**src/rtl/i2c_cfg_seq.sv**
```systemverilog
// i2c_cfg_seq: walks a {dev,reg,dat} init table and issues one 3-byte I2C write per entry with timeout/retry.
// Optional macro CFG_SEQ_DELAY_CMD_EN turns dev==8'hFF entries into {reg,dat}*1024-cycle delays.
module i2c_cfg_seq #(
  parameter int ENTRIES    = 16,
  parameter int IDX_W      = 8,
  parameter int PWR_WAIT   = 1_000_000,
  parameter int GAP_CYCLES = 250,
  parameter int TIMEOUT    = 100_000,
  parameter int MAX_RETRY  = 3
) (
  input  logic             clk,
  input  logic             rst,
  input  logic             start,
  output logic [IDX_W-1:0] lut_index,
  input  logic [23:0]      lut_data,
  output logic             m_wr_req,
  output logic [7:0]       m_wr_data,
  output logic [1:0]       m_wr_addr_lenth,
  input  logic             m_byte_next,
  input  logic             m_wr_done,
  output logic             busy,
  output logic             cfg_done,
  output logic             cfg_err,
  output logic [IDX_W-1:0] err_index
);
  typedef enum logic [3:0] {IDLE, PWR, FETCH, LATCH, SEND_DEV, SEND_REG, SEND_DAT, GAP, DONE, ERROR, DELAY} state_t;
  localparam logic [31:0] PW = 32'(PWR_WAIT);
  localparam logic [31:0] GW = 32'(GAP_CYCLES);
  localparam logic [31:0] TW = 32'(TIMEOUT - 1);
  localparam logic [IDX_W-1:0] LAST = IDX_W'(ENTRIES - 1);
  state_t state_q, state_d;
  logic [31:0] cnt_q, cnt_d, cnt_inc;
  logic [IDX_W-1:0] idx_q, idx_d, err_idx_q, err_idx_d;
  logic [15:0] entry_q, entry_d;
  logic [7:0] data_q, data_d, retry_q, retry_d;
  logic req_q, req_d, busy_q, busy_d, done_q, done_d, err_q, err_d;
  logic tmo, fault;
  assign cnt_inc = cnt_q + 32'd1;
  assign tmo = req_q && cnt_q >= TW;
  always_comb begin
    state_d = state_q;
    cnt_d = cnt_inc;
    idx_d = idx_q;
    entry_d = entry_q;
    data_d = data_q;
    req_d = req_q;
    retry_d = retry_q;
    busy_d = busy_q;
    done_d = done_q;
    err_d = err_q;
    err_idx_d = err_idx_q;
    fault = 1'b0;
    case (state_q)
      IDLE, DONE, ERROR: if (start) begin
        state_d = PWR;
        cnt_d = '0;
        busy_d = 1'b1;
        done_d = 1'b0;
        err_d = 1'b0;
        idx_d = '0;
        retry_d = '0;
      end
      PWR: state_d = cnt_inc >= PW ? FETCH : PWR;
      FETCH: state_d = LATCH;
      LATCH: begin
        entry_d = lut_data[15:0];
        cnt_d = '0;
`ifdef CFG_SEQ_DELAY_CMD_EN
        if (lut_data[23:16] == 8'hFF) state_d = DELAY;
        else
`endif
        begin
          data_d = lut_data[23:16];
          req_d = 1'b1;
          state_d = SEND_DEV;
        end
      end
      SEND_DEV: if (m_wr_done || tmo) fault = 1'b1;
        else if (m_byte_next) begin
          data_d = entry_q[15:8];
          state_d = SEND_REG;
        end
      SEND_REG: if (m_wr_done || tmo) fault = 1'b1;
        else if (m_byte_next) begin
          data_d = entry_q[7:0];
          state_d = SEND_DAT;
        end
      SEND_DAT: if (m_wr_done) begin
          req_d = 1'b0;
          retry_d = '0;
          cnt_d = '0;
          state_d = GAP;
        end else if (tmo) fault = 1'b1;
      // a nonzero retry count here means the last attempt failed and the same index is refetched
      GAP: if (cnt_inc >= GW) begin
        cnt_d = '0;
        if (retry_q != '0) state_d = FETCH;
        else if (idx_q == LAST) begin
          state_d = DONE;
          done_d = 1'b1;
          busy_d = 1'b0;
        end else begin
          idx_d = idx_q + IDX_W'(1);
          state_d = FETCH;
        end
      end
`ifdef CFG_SEQ_DELAY_CMD_EN
      DELAY: if (cnt_inc >= {6'd0, entry_q, 10'd0}) begin
        cnt_d = '0;
        retry_d = '0;
        state_d = GAP;
      end
`endif
      default: state_d = IDLE;
    endcase
    if (fault) begin
      req_d = 1'b0;
      cnt_d = '0;
      if (retry_q < 8'(MAX_RETRY)) begin
        retry_d = retry_q + 8'd1;
        state_d = GAP;
      end else begin
        state_d = ERROR;
        err_d = 1'b1;
        err_idx_d = idx_q;
        busy_d = 1'b0;
      end
    end
  end
  always_ff @(posedge clk) begin
    if (rst) begin
      state_q <= IDLE;
      cnt_q <= '0;
      idx_q <= '0;
      entry_q <= '0;
      data_q <= '0;
      req_q <= 1'b0;
      retry_q <= '0;
      busy_q <= 1'b0;
      done_q <= 1'b0;
      err_q <= 1'b0;
      err_idx_q <= '0;
    end else begin
      state_q <= state_d;
      cnt_q <= cnt_d;
      idx_q <= idx_d;
      entry_q <= entry_d;
      data_q <= data_d;
      req_q <= req_d;
      retry_q <= retry_d;
      busy_q <= busy_d;
      done_q <= done_d;
      err_q <= err_d;
      err_idx_q <= err_idx_d;
    end
  end
  assign lut_index = idx_q;
  assign m_wr_req = req_q;
  assign m_wr_data = data_q;
  assign m_wr_addr_lenth = 2'd1;
  assign busy = busy_q;
  assign cfg_done = done_q;
  assign cfg_err = err_q;
  assign err_index = err_idx_q;
endmodule
```
**config.mk**
```make
export PLATFORM = sky130hd
export DESIGN_NAME = i2c_cfg_seq
export DESIGN_NICKNAME = d
export VERILOG_FILES = /design/src/rtl/i2c_cfg_seq.sv
export SDC_FILE = /design/constraint.sdc
export NUM_CORES = 1
export LEC_CHECK = 0
export ABC_AREA = 0
export CAP_MARGIN = 40
export CORE_MARGIN = 1
export CORE_UTILIZATION = 45
export DETAILED_ROUTE_END_ITERATION = 6
export PLACE_DENSITY = 0.7
export SYNTH_ARGS = -nofsm -noshare
export SYNTH_HDL_FRONTEND = slang
export SYNTH_SLANG_ARGS = --single-unit
```
**constraint.sdc**
```tcl
create_clock -name clk -period 7.6 [get_ports clk]
set_input_delay 1.9 -clock clk [delete_from_list [all_inputs] [get_ports clk]]
set_output_delay 1.9 -clock clk [all_outputs]
set_load 0.1 [all_outputs]
```
==> flow_summary.json, run 1 <==
{
  "power_density_nw_per_um2": 226,
  "drt_wl_total_um": 11200,
  "post-route-period-util_pct": 47.4,
  "end_kind": "flip-flop",
  "start_util_pct": 47.1,
  "ys_seq_area_share_pct": 37.7,
  "antenna_left": 0,
  "cts_setup_buffers": 0,
  "clkSinkCount": 88,
  "timing.rr.end": "lut_index[4]",
  "synth_edf_count": 0,
  "cts_buffers": 9,
  "hold_depth": 2,
  "syn_area_um2": 4670,
  "tightestPinTransition_ns": 0.855,
  "antenna_found_initial": 0,
  "stdcell_count": 771,
  "clk_pin_slew_ns": 0.09,
  "final_area_um2": 5890,
  "first_pass_iters": 5,
  "drc_errors": 0,
  "fin_skew_ns": 0.0170,
  "synth.distinct_cells": 70,
  "p_total_uw": 1330,
  "power_leakage_uw": 0.00223,
  "io_pins": 59,
  "cp_max_fo": 13,
  "placed_cells": 755,
  "wl_per_cell_um": 14.5,
  "dp_hpwl_um": 8130,
  "synth_most_common_cell": "dfxtp_1",
  "ys_ff_latch": 88,
  "slew_headroom_pct": 42.9,
  "area_growth_pct": 26.0,
  "htree_levels": 3,
  "dpl_cell_area_um2": 5700,
  "postCtsHoldBufs": 0,
  "hp-class": "reg2reg",
  "multi_input_area_um2": 2700,
  "reg2reg_depth": 9,
  "fin_nets": 667,
  "post_cts_resized": 0,
  "fin_tns_setup_ns": 0,
  "core-area_um2": 9910,
  "status": "finished clean",
  "yosysWarnings": 0,
  "track_usage_pct": 21.3,
  "maxSlewViolCount": 0,
  "synth_ff_type": "dfxtp_1",
  "die-area_um2": 10800,
  "synth_area_leaders": "dfxtp_1, nor2_1, mux2i_1, nand2_1, a21oi_1",
  "overflow": 0,
  "num_vias": 4209,
  "reg2reg_from": "cnt_q[9]",
  "viasPerCell": 5.46,
  "min_from": "entry_q[15]",
  "layout-drive-gt1-share_pct": 11.3,
  "first_iter_violations": 182,
  "hold_viol": 0,
  "first_global_vias": 4004,
  "grt_pass1_wl_um": 19000,
  "ir_drop_mv": 0.146,
  "ys_async_sr_fraction_pct": 0,
  "cts_max_path_buffers": 2,
  "drv_cap": 0,
  "grt_max_degree": 45,
  "die_h_um": 104,
  "hold_end": "entry_q[15]",
  "cts_tree": "yes",
  "setup_viol": 0,
  "diodes": 0,
  "cp.arrival_ns": 3.89,
  "start_kind": "input pin",
  "yosys-top-cells-count": "dfxtp_1, nor2_1, nand2_1, a21oi_1, mux2i_1",
  "syn_inst": 573,
  "fillerInstances": 884,
  "period_minus_slack_ns": 3.60,
  "synth_top_area_share_pct": 37.7,
  "clockRootBuffer": "clkbuf_8",
  "placementRows": 36,
  "rsz0062_at_grt": "no",
  "reg2reg_setup_slack_ns": 4.23,
  "avgSynthCellArea_um2": 8.15,
  "insertion_delay_ns": 0.37,
  "required_ns": 7.89,
  "port_buffers": 56,
  "dp_slack_ns": 3.66,
  "fp.dieW_um": 104,
  "syn_nets": 607,
  "place.gp.congestion": 0.834,
  "regArea_um2": 1760,
  "critPathKind": "in2reg",
  "fmax_mhz": 278,
  "yosysTopAreaCell": "dfxtp_1",
  "fin_ws_ns": 4.00
}
-- cell usage in the layout, fill, tap and decap left out, drive strengths merged, types with 6 or more instances in the layout --
cell / instances
nor3: 13
nor2: 80
o21ai: 11
clkdlybuf4s50: 56
clkbuf: 10
nor4: 15
nand4: 12
xor2: 15
xnor2: 17
and2: 18
dfxtp: 88
inv: 14
nor2b: 7
mux2i: 28
and4: 6
and3: 9
buf: 33
nand3: 28
nand2: 61
a21oi: 42
-- through the flow --
step           utilization (%)  hold slack, ns
6_report                  59.4           0.458
3_5_place_dp              57.5           0.445
2_1_floorplan                -           0.430
5_1_grt                   59.4           0.481
3_3_place_gp              52.9           0.442
4_1_cts                   59.4           0.459
-- cells by family (layout without fill, tap and decap cells) --
family                   after synthesis  count (layout)  synth area share, %
AO/OA/AOI/OAI                         97              97                 13.7
AND/OR/NAND/NOR                      269             269                 30.3
multiplexers                          28              28                 6.00
flip-flops                            88              88                 37.7
buffers and inverters                 52             117                 4.77
other                                  2               2                0.161
XOR/XNOR                              32              32                 6.00
adder cells (fa/ha/maj)                5               5                 1.34
-- sequential cells by signal (all words and copies together), names as in the netlist --
name       count
busy           1
cfg_done       1
cfg_err        1
cnt_q         32
entry_q       16
err_index      8
lut_index      8
m_wr_data      8
m_wr_req       1
retry_q        8
state_q        4
-- power by group --
group          total [uW]  leakage [uW]  switching (uW)  internal [uW]
combinational         468       0.00143             287            181
clock                 311     0.0000895             180            131
sequential            552      0.000711            51.5            500
total                1330       0.00223             518            812
-- critical path, stage by stage --
cell             delay (ns)
clkdlybuf4s50_1        0.53
nand3_1                0.21
a22o_1                 0.27
a21oi_2                0.41
or4b_1                 0.49
o21ai_0                0.08
-- per-layer routing --
metal  track usage, %  vias to the layer above  wire length (um)
met5                0                        -                 0
met4             3.88                        0                76
met3             4.07                        7               461
met2             37.6                      106              5500
met1             26.9                     1967              5120
li1                 -                     2129                 -
-- area by class of cell --
type,count,area share [%]
clock buffer,10,2.34
clock inverter,6,0.850
inverter,12,0.765
multi-input combinational,433,45.8
sequential,88,29.9
tap,133,2.83
timing repair buffer,89,17.5
-- how the worst max path moves through the flow --
stage,from,end,cells after the start
finish,start,lut_index[4],6
floorplan,m_wr_done,err_index[5],7
detailed placement,m_wr_done,err_index[2],8
CTS,start,lut_index[4],6
global route,m_wr_done,cnt_q[20],8
global placement,m_wr_done,state_q[1],8
Power figures use the tool's default switching activity.
==> run 2, diff against run 1 <==
--- a/config.mk
+++ b/config.mk
@@ -10,7 +10,7 @@
 export CORE_MARGIN = 1
 export CORE_UTILIZATION = 45
 export DETAILED_ROUTE_END_ITERATION = 6
-export PLACE_DENSITY = 0.7
+export PLACE_DENSITY = 0.73
 export SYNTH_ARGS = -nofsm -noshare
 export SYNTH_HDL_FRONTEND = slang
 export SYNTH_SLANG_ARGS = --single-unit
==> constraint.sdc (replaced) <==
create_clock -name clk -period 2.9 [get_ports clk]
set_input_delay 0.725 -clock clk [delete_from_list [all_inputs] [get_ports clk]]
set_output_delay 0.725 -clock clk [all_outputs]
set_load 0.1 [all_outputs]
==> run 2 against run 1 <==
  * Worst setup slack worse by 3.9 ns
  * Total power grew to 2.7 times the previous value
  * Via count rose by 2.1%
  * Critical endpoint is now state_q[3]
  * Highest routed layer unchanged
==> flow_summary.json, run 2 (synthesis gave the netlist of run 1 again) <==
{
  "clkSinkCount": 88,
  "diodes": 0,
  "grt_max_degree": 36,
  "top_regs": "cnt_q: 32 flops, entry_q: 16 flops",
  "critPathKind": "reg2reg",
  "dp_hpwl_um": 8390,
  "cp_max_fo": 5,
  "largest_register_ffs": 32,
  "drv_cap": 0,
  "holdWs_ns": 0.454,
  "num_vias": 4298,
  "io_pins": 59,
  "start_util_pct": 47.1,
  "first_pass_iters": 4,
  "grt_pass1_wl_um": 19300,
  "area_growth_pct": 23.5,
  "wl_per_cell_um": 14.9,
  "slowest_delay_ns": 0.42,
  "cts_max_path_buffers": 2,
  "fin_skew_ns": 0.0145,
  "overflow": 0,
  "slew_headroom_pct": 63.1,
  "die-area_um2": 10800,
  "maxSlewViolCount": 0,
  "setup_viol": 0,
  "antenna_left": 0,
  "power_leakage_uw": 0.00229,
  "period_minus_slack_ns": 2.76,
  "first_global_vias": 4049,
  "core-area_um2": 9910,
  "start_kind": "flip-flop",
  "largest-register": "cnt_q",
  "end_kind": "flip-flop",
  "first_iter_violations": 194,
  "power_density_nw_per_um2": 621,
  "track_usage_pct": 21.7,
  "post-route-period-util_pct": 95.0,
  "status": "finished clean",
  "viasPerCell": 5.56,
  "cts_setup_buffers": 0,
  "antenna_found_initial": 0,
  "cts_tree": "yes",
  "fp.dieW_um": 104,
  "final_common_cell": "dfxtp_1",
  "final_cell_mix": "dfxtp_1, nor2_1, buf_4",
  "drt_wl_total_um": 11500,
  "placementRows": 36,
  "postCtsHoldBufs": 0,
  "insertion_delay_ns": 0.37,
  "port_buffers": 56,
  "crit_chain": "ha_2 > nand4_4 > nor3_2 > or3b_1 > mux2i_1 > nand4b_1 > and4bb_2 > nor2_1 > nor4b_4 > o311a_1",
  "fin_nets": 669,
  "clockRootBuffer": "clkbuf_8",
  "cp.arrival_ns": 3.02,
  "dpl_cell_area_um2": 5420,
  "clk_pin_slew_ns": 0.09,
  "hold_viol": 0,
  "ir_drop_mv": 0.467,
  "tightestPinTransition_ns": 0.553,
  "crit_family": "simple AND/OR/NAND/NOR gates",
  "fillerInstances": 906,
  "htree_levels": 3,
  "hp-class": "reg2reg",
  "crit_path_top_delay_cell": "or3b_1",
  "layout-drive-gt1-share_pct": 19.5,
  "cts_buffers": 9,
  "final_area_um2": 5770,
  "place.gp.congestion": 0.908,
  "required_ns": 3.16,
  "drc_errors": 0,
  "die_h_um": 104,
  "fmax_mhz": 363,
  "cp_num_buf_inv": 0
}
-- run 2: changes by cell type in the layout (fill, tap and decap cells not counted), moves of 3 or more --
cell             previous run  this run
buf_4                       5        63
buf_8                      27         0
clkdlybuf4s50_1            56        28
dfxtp_1                    88        80
dfxtp_2                     0         8
nand4_2                     3         0
nand4_4                     1         4
nor4_1                     14         7
nor4_2                      0         7
-- run 2: worst paths after layout --
kind                                from         end  slack, ns  cells past startpoint
worst max-delay path            cnt_q[1]  state_q[3]       0.14                     10
worst min register to register  cnt_q[0]    cnt_q[0]       0.45                      1
worst max register to register  cnt_q[1]  state_q[3]       0.14                     10
worst min-delay path            cnt_q[0]    cnt_q[0]       0.45                      1
-- run 2: routing by layer --
layer	track usage [%]	wire length (um)
met5	0	0
met4	6.73	170
met3	3.63	619
met1	28.7	5080
met2	36.1	5620
-- run 2: timing repair --
| action | CTS | global route |
|---|---|---|
| hold endpoints to repair | 0 | 0 |
| pin swaps | 0 | 2 |
| setup endpoints to repair | 5 | 62 |
| gates resized for setup | 1 | 27 |
| gates cloned | 0 | 0 |
-- run 2: area by class of cell --
class	instances	area, um2	share of cell area, %
Multi-Input combinational cell	433	2800	48.5
Sequential cell	88	1770	30.7
Timing Repair Buffer	91	753	13.1
Tap cell	133	166	2.88
Clock buffer	10	138	2.39
Clock inverter	6	97.6	1.69
Inverter	12	45.0	0.781
-- run 2: power breakdown --
part / internal [uW] / total [uW] / leakage, uW / switching (uW)
registers: 1310 / 1420 / 0.000715 / 111
logic: 398 / 1170 / 0.00146 / 771
clock network: 522 / 989 / 0.000119 / 466
-- run 2: worst reg2reg max path, cell delays in order, from the launching register on --
cell,delay [ns]
dfxtp_1,0.38
ha_2,0.24
nand4_4,0.16
nor3_2,0.18
or3b_1,0.42
mux2i_1,0.20
nand4b_1,0.19
and4bb_2,0.38
nor2_1,0.07
nor4b_4,0.14
o311a_1,0.29
-- run 2: through the flow --
stage / total power [uW] / util, % / TNS [ns] / setup slack (ns) / cells
after floorplan: 2310 / - / 0 / 0.259 / 573
after global placement: 2570 / 54.7 / 0 / 0.0999 / 757
after detailed placement: 2590 / 54.7 / -0.0000526 / -0.0000526 / 757
after CTS: 3580 / 57.1 / 0 / 0.0273 / 773
after global routing: 3780 / 58.2 / -0.0257 / -0.0137 / 773
final: 3580 / 58.2 / 0 / 0.145 / 773
